`config.mk`:
```
export PLATFORM = sky130hd
export DESIGN_NAME = sobel_rgb2y_flat
export DESIGN_NICKNAME = d
export VERILOG_FILES = /design/src/rtl/sobel_pkg.sv /design/src/rtl/sobel_rgb2y_if.sv /design/src/rtl/sobel_pix_counter.sv /design/src/rtl/sobel_rgb2y.sv /design/src/flat_wrapper.sv
export SDC_FILE = /design/constraint.sdc
export NUM_CORES = 1
export LEC_CHECK = 0
export CAP_MARGIN = 20
export CORE_UTILIZATION = 30
export CTS_CLUSTER_DIAMETER = 40
export DETAILED_ROUTE_END_ITERATION = 8
export PLACE_DENSITY = 0.46
export SLEW_MARGIN = 20
export SYNTH_ARGS = -nofsm -noshare
export SYNTH_HDL_FRONTEND = slang
export SYNTH_HIERARCHICAL = 1
export SYNTH_SLANG_ARGS = --single-unit
```
`constraint.sdc`:
```
create_clock -name clk -period 14.4 [get_ports clk]
set_clock_uncertainty 0.15 [all_clocks]
set_input_delay 2.88 -clock clk [delete_from_list [all_inputs] [get_ports clk]]
set_output_delay 2.88 -clock clk [all_outputs]
set_load 0.005 [all_outputs]
```
`src/rtl/sobel_pkg.sv`:
```
// Shared types and constants for the RGB888-to-luma front end of the Sobel pipeline.
// Gray-source selection, coefficient sets and RGB field positions.
package sobel_pkg;

    typedef enum logic [1:0] {
        GRAY_LUMA = 2'd0,
        GRAY_R    = 2'd1,
        GRAY_G    = 2'd2,
        GRAY_B    = 2'd3
    } gray_sel_e;

    localparam logic [8:0] LUMA_RC = 9'd77;
    localparam logic [8:0] LUMA_GC = 9'd150;
    localparam logic [8:0] LUMA_BC = 9'd29;
    localparam logic [8:0] UNITY_C = 9'd256;

    localparam int unsigned ROUND_C = 128;
    localparam int unsigned SHIFT   = 8;

    localparam int unsigned R_LSB = 16;
    localparam int unsigned G_LSB = 8;
    localparam int unsigned B_LSB = 0;

    typedef struct packed {
        logic [8:0] rc;
        logic [8:0] gc;
        logic [8:0] bc;
    } coef_t;

    function automatic coef_t sel_coef(input gray_sel_e sel);
        coef_t c;
        case (sel)
            GRAY_R:  c = '{rc: UNITY_C, gc: '0, bc: '0};
            GRAY_G:  c = '{rc: '0, gc: UNITY_C, bc: '0};
            GRAY_B:  c = '{rc: '0, gc: '0, bc: UNITY_C};
            default: c = '{rc: LUMA_RC, gc: LUMA_GC, bc: LUMA_BC};
        endcase
        return c;
    endfunction

endpackage

```
`src/rtl/sobel_rgb2y_if.sv`:
```
// Pixel stream handshakes around the luma converter: RGB in, Y out.
// master = upstream/downstream environment, slave = converter.
interface sobel_rgb2y_if;
    logic [23:0] rgb_data;
    logic        rgb_valid;
    logic        rgb_ready;
    logic [7:0]  y_data;
    logic        y_valid;
    logic        y_ready;

    modport master (
        output rgb_data, rgb_valid, y_ready,
        input  rgb_ready, y_data, y_valid
    );

    modport slave (
        input  rgb_data, rgb_valid, y_ready,
        output rgb_ready, y_data, y_valid
    );
endinterface

```
`src/rtl/sobel_pix_counter.sv`:
```
// Raster position counter: x wraps at IMG_W-1 and bumps y, y wraps at IMG_H-1.
// Flags the first and last pixel of the frame for the current position.
module sobel_pix_counter #(
    parameter int unsigned IMG_W = 640,
    parameter int unsigned IMG_H = 480,
    parameter int unsigned CNT_W = 12
) (
    input  logic             clk,
    input  logic             rst_p,
    input  logic             inc,
    output logic [CNT_W-1:0] x,
    output logic [CNT_W-1:0] y,
    output logic             at_first,
    output logic             at_last
);
    localparam logic [CNT_W-1:0] X_MAX = CNT_W'(IMG_W - 1);
    localparam logic [CNT_W-1:0] Y_MAX = CNT_W'(IMG_H - 1);

    logic [CNT_W-1:0] x_q, x_d, y_q, y_d;

    always_comb begin
        x_d = x_q;
        y_d = y_q;
        if (inc) begin
            if (x_q == X_MAX) begin
                x_d = '0;
                y_d = (y_q == Y_MAX) ? '0 : y_q + 1'b1;
            end else begin
                x_d = x_q + 1'b1;
            end
        end
    end

    always_ff @(posedge clk) begin
        if (rst_p) begin
            x_q <= '0;
            y_q <= '0;
        end else begin
            x_q <= x_d;
            y_q <= y_d;
        end
    end

    assign x        = x_q;
    assign y        = y_q;
    assign at_first = (x_q == '0) && (y_q == '0);
    assign at_last  = (x_q == X_MAX) && (y_q == Y_MAX);
endmodule

```
`src/rtl/sobel_rgb2y.sv`:
```
// Two-stage RGB888-to-gray converter feeding the Sobel line buffers.
// S1 registers the three channel products, S2 rounds/saturates; frame tracking on both sides.
module sobel_rgb2y
    import sobel_pkg::*;
#(
    parameter int unsigned IMG_W = 640,
    parameter int unsigned IMG_H = 480,
    parameter int unsigned CNT_W = 12
) (
    input  logic                 clk,
    input  logic                 rst_p,
    input  logic [1:0]           cfg_gray_sel,
    sobel_rgb2y_if.slave         bus,
    output logic                 frame_done,
    output logic                 busy
);
    logic        s1_free, s2_free, in_xfer, out_xfer;
    logic        in_first, in_last, out_first, out_last;
    gray_sel_e   sel_q, sel_d, eff_sel;
    coef_t       coef;
    logic        s1_valid_q, s1_valid_d, s2_valid_q, s2_valid_d;
    logic [15:0] r_prod_q, r_prod_d, g_prod_q, g_prod_d, b_prod_q, b_prod_d;
    logic [7:0]  y_q, y_d;
    logic        frame_done_q, frame_done_d, busy_q, busy_d;
    logic [16:0] sum;
    logic [17:0] rounded;
    logic [9:0]  scaled;
    logic [7:0]  y_sat;

    sobel_pix_counter #(.IMG_W(IMG_W), .IMG_H(IMG_H), .CNT_W(CNT_W)) u_in_cnt (
        .clk(clk), .rst_p(rst_p), .inc(in_xfer),
        .x(), .y(), .at_first(in_first), .at_last(in_last)
    );

    sobel_pix_counter #(.IMG_W(IMG_W), .IMG_H(IMG_H), .CNT_W(CNT_W)) u_out_cnt (
        .clk(clk), .rst_p(rst_p), .inc(out_xfer),
        .x(), .y(), .at_first(out_first), .at_last(out_last)
    );

    always_comb begin
        s2_free  = !s2_valid_q || bus.y_ready;
        s1_free  = !s1_valid_q || s2_free;
        in_xfer  = bus.rgb_valid && s1_free;
        out_xfer = s2_valid_q && bus.y_ready;

        // The frame's first pixel must already use the selection being latched with it.
        eff_sel = in_first ? gray_sel_e'(cfg_gray_sel) : sel_q;
        coef    = sel_coef(eff_sel);

        sel_d      = sel_q;
        s1_valid_d = s1_valid_q;
        r_prod_d   = r_prod_q;
        g_prod_d   = g_prod_q;
        b_prod_d   = b_prod_q;
        if (in_xfer && in_first) sel_d = gray_sel_e'(cfg_gray_sel);
        if (s1_free) s1_valid_d = bus.rgb_valid;
        if (in_xfer) begin
            r_prod_d = 16'(coef.rc) * 16'(bus.rgb_data[R_LSB +: 8]);
            g_prod_d = 16'(coef.gc) * 16'(bus.rgb_data[G_LSB +: 8]);
            b_prod_d = 16'(coef.bc) * 16'(bus.rgb_data[B_LSB +: 8]);
        end

        sum     = 17'(r_prod_q) + 17'(g_prod_q) + 17'(b_prod_q);
        rounded = 18'(sum) + 18'(ROUND_C);
        scaled  = 10'(rounded >> SHIFT);
        y_sat   = (scaled > 10'd255) ? 8'hFF : scaled[7:0];

        s2_valid_d = s2_valid_q;
        y_d        = y_q;
        if (s2_free) begin
            s2_valid_d = s1_valid_q;
            if (s1_valid_q) y_d = y_sat;
        end

        frame_done_d = out_xfer && out_last;
        // Input counter off (0,0) at frame end means the next frame is already entering.
        busy_d = busy_q;
        if (in_xfer && in_first) busy_d = 1'b1;
        else if (out_xfer && out_last) busy_d = !in_first;
    end

    always_ff @(posedge clk) begin
        if (rst_p) begin
            sel_q        <= GRAY_LUMA;
            s1_valid_q   <= 1'b0;
            s2_valid_q   <= 1'b0;
            r_prod_q     <= '0;
            g_prod_q     <= '0;
            b_prod_q     <= '0;
            y_q          <= '0;
            frame_done_q <= 1'b0;
            busy_q       <= 1'b0;
        end else begin
            sel_q        <= sel_d;
            s1_valid_q   <= s1_valid_d;
            s2_valid_q   <= s2_valid_d;
            r_prod_q     <= r_prod_d;
            g_prod_q     <= g_prod_d;
            b_prod_q     <= b_prod_d;
            y_q          <= y_d;
            frame_done_q <= frame_done_d;
            busy_q       <= busy_d;
        end
    end

    assign bus.rgb_ready = s1_free;
    assign bus.y_data    = y_q;
    assign bus.y_valid   = s2_valid_q;
    assign frame_done    = frame_done_q;
    assign busy          = busy_q;
endmodule

```
`src/flat_wrapper.sv`:
```
// flat-port wrapper written by rule: the top's interface ports become plain ports
module sobel_rgb2y_flat import sobel_pkg::*;
#(
    parameter int unsigned IMG_W = 640,
    parameter int unsigned IMG_H = 480,
    parameter int unsigned CNT_W = 12
)
  (clk, rst_p, cfg_gray_sel, frame_done, busy, bus_rgb_data, bus_rgb_valid, bus_y_ready, bus_rgb_ready, bus_y_data, bus_y_valid);
  sobel_rgb2y_if bus_i ();
  input  logic clk;
  input  logic rst_p;
  input  logic [1:0] cfg_gray_sel;
  output logic frame_done;
  output logic busy;
  input wire logic [$bits(bus_i.rgb_data)-1:0] bus_rgb_data;
  input wire logic [$bits(bus_i.rgb_valid)-1:0] bus_rgb_valid;
  input wire logic [$bits(bus_i.y_ready)-1:0] bus_y_ready;
  output wire logic [$bits(bus_i.rgb_ready)-1:0] bus_rgb_ready;
  output wire logic [$bits(bus_i.y_data)-1:0] bus_y_data;
  output wire logic [$bits(bus_i.y_valid)-1:0] bus_y_valid;
  assign bus_i.rgb_data = bus_rgb_data;
  assign bus_i.rgb_valid = bus_rgb_valid;
  assign bus_i.y_ready = bus_y_ready;
  assign bus_rgb_ready = bus_i.rgb_ready;
  assign bus_y_data = bus_i.y_data;
  assign bus_y_valid = bus_i.y_valid;
  sobel_rgb2y #(.IMG_W(IMG_W), .IMG_H(IMG_H), .CNT_W(CNT_W)) u_core (.clk(clk), .rst_p(rst_p), .cfg_gray_sel(cfg_gray_sel), .bus(bus_i), .frame_done(frame_done), .busy(busy));
endmodule
```
==> results.toml <==
[global_routing]
grt_pass1_wl_mm = 37.0
grt_start_max_net_pins = 63
grt_usage_pct = 13.5
globalRouteOverflowTotal = 0
antenna_found_initial = 0
grt_pass1_vias = 7506

[drt]
antenna_left = 0
wl_mm = 21.9
vias = 7807
wire_per_inst_um = 13.0
viasPerCell = 4.65
drc = 0
drt_iter0_drc = 300
drt_first_pass_iters = 4

[cts]
cts_tree = "yes"
path_clk_slew_ps = 80
postCtsSetupRepairBufs = 0
cts_hold_buf = 0
clk_latency_ps = 360
clockBufferDepth = 2
clock_sinks = 109
cts_buffers = 9
cts_max_level = 3
cts_root_buf = "clkbuf_16"
cts_resized = 0

[final_layout]
nets = 1467
area_growth_pct = 11.8
layout_commonest_cell = "inv_1"
antenna_cells = 0
drive_gt1_share_pct = 3.64
final_util_pct = 33.9
layout_common_cells = "inv_1, ha_1, nand2_1, dfxtp_1, a21oi_1"

[die]
die-area_um2 = 33600
initial_utilization_pct = 30.4
fp.coreArea_um2 = 32500
io_pins = 42
placementRows = 66
dieWidth_um = 183
fp.dieH_um = 183

[sta]
slew_violations = 0
grt_setup_unrepaired = "no"
max_freq_mhz = 129
tightest_slew_ps = 782
tns_ps = 0
slew_headroom_pct = 47.3
fin_crit_sh_pct = 53.9
setup_slack_ps = 6640
finalHoldViolations = 0
setup_viol = 0
finalCriticalPeriod_ps = 7760

[synthesis]
syn_nets = 1449
netlist_instances = 1214
avgSynthCellArea_um2 = 8.12
yosysWarnings = 6
syn-cell-area_um2 = 9860

[power_and_ir_drop]
fin_total_pwr_uw = 1230
p_leak_uw = 0.00482
ir_worst_vdd_v = 0.0000657
p_per_area_nw_per_um2 = 111

[worst_setup_path]
required_ps = 14540
path_max_fanout = 24
endpoint_kind = "flop"
cp.arrival_ps = 7900
crit_type = "in -> reg"
crit_path_start_kind = "input pin"

[outcome]
status = "finished clean"

[run]
cap_viol_max_count = 0

[placement]
place_hpwl_mm = 17.4
port-buffer-count = 41
pre_cts_slack_ps = 6250
gp_congestion = 0.777

[worst_hold_path]
hold_path.class = "reg -> reg"
==> critical path, cell delays in order <==
cell and delay, ps:
clkdlybuf4s50_1 470, nor2_1 120, nand2_1 70, o31ai_2 60, buf_4 290, and2_1 280
fa_1 450, ha_1 280, inv_1 50, fa_1 500, fa_1 550, inv_1 40
ha_1 310, a21oi_1 200, o21ai_0 140, a211oi_1 320, o31ai_1 160, o41ai_1 310
xor2_1 180, nand2_1 70, a21oi_1 150
==> through the flow <==
step	area, µm²	std cells	hold WS (ps)
2_1_floorplan	9860	1214	282
3_3_place_gp	10700	1663	291
3_5_place_dp	10700	1663	293
4_1_cts	11000	1679	303
5_1_grt	11000	1679	327
6_report	11000	1679	302
==> flip-flops by register name (all words and copies together) (netlist names) <==
signal              count
u_core/u_out_cnt/x     12
u_core/b_prod_q        16
u_core/g_prod_q        15
u_core/frame_done       1
u_core/u_in_cnt/x      12
u_core/s1_valid_q       1
u_core/r_prod_q        16
u_core/bus.y_data       8
u_core/bus.y_valid      1
u_core/u_out_cnt/y     12
u_core/u_in_cnt/y      12
u_core/sel_q            2
u_core/busy             1
==> final timing paths <==
check | from | to | slack (ps) | cells after the start
max reg2reg | u_core/u_in_cnt/x[0]$_SDFFE_PP0P_ | u_core/b_prod_q[15]$_SDFFE_PP0P_ | 8380 | 26
min | u_core/g_prod_q[7]$_SDFFE_PP0P_ | u_core/g_prod_q[7]$_SDFFE_PP0P_ | 300 | 2
min reg2reg | u_core/g_prod_q[7]$_SDFFE_PP0P_ | u_core/g_prod_q[7]$_SDFFE_PP0P_ | 300 | 2
max | cfg_gray_sel[1] | u_core/b_prod_q[15]$_SDFFE_PP0P_ | 6640 | 21
==> cell type report <==
class,instances,area [µm²]
fillers,3451,21400
multi-input cells,874,6800
flip-flops and latches,109,2180
inverters,191,717
well taps,442,553
repair buffers,47,453
clock buffers,11,253
clock inverters,5,58.8
==> report_power, final <==
group / leakage [µW] / switching [µW] / total (µW) / internal, µW
sequential: 0.000887 / 20.0 / 351 / 331
combinational: 0.00379 / 355 / 614 / 260
clock: 0.000148 / 118 / 262 / 145
==> per-layer routing <==
metal  global-route usage, %  vias up  wire length (µm)
li1                        -     4114                 -
met1                    20.0     3620             12000
met2                    20.8       63              9290
met3                    1.33       10               377
met4                    3.60        0               206
met5                       0        -                 0
Power figures use the tool's default switching activity.
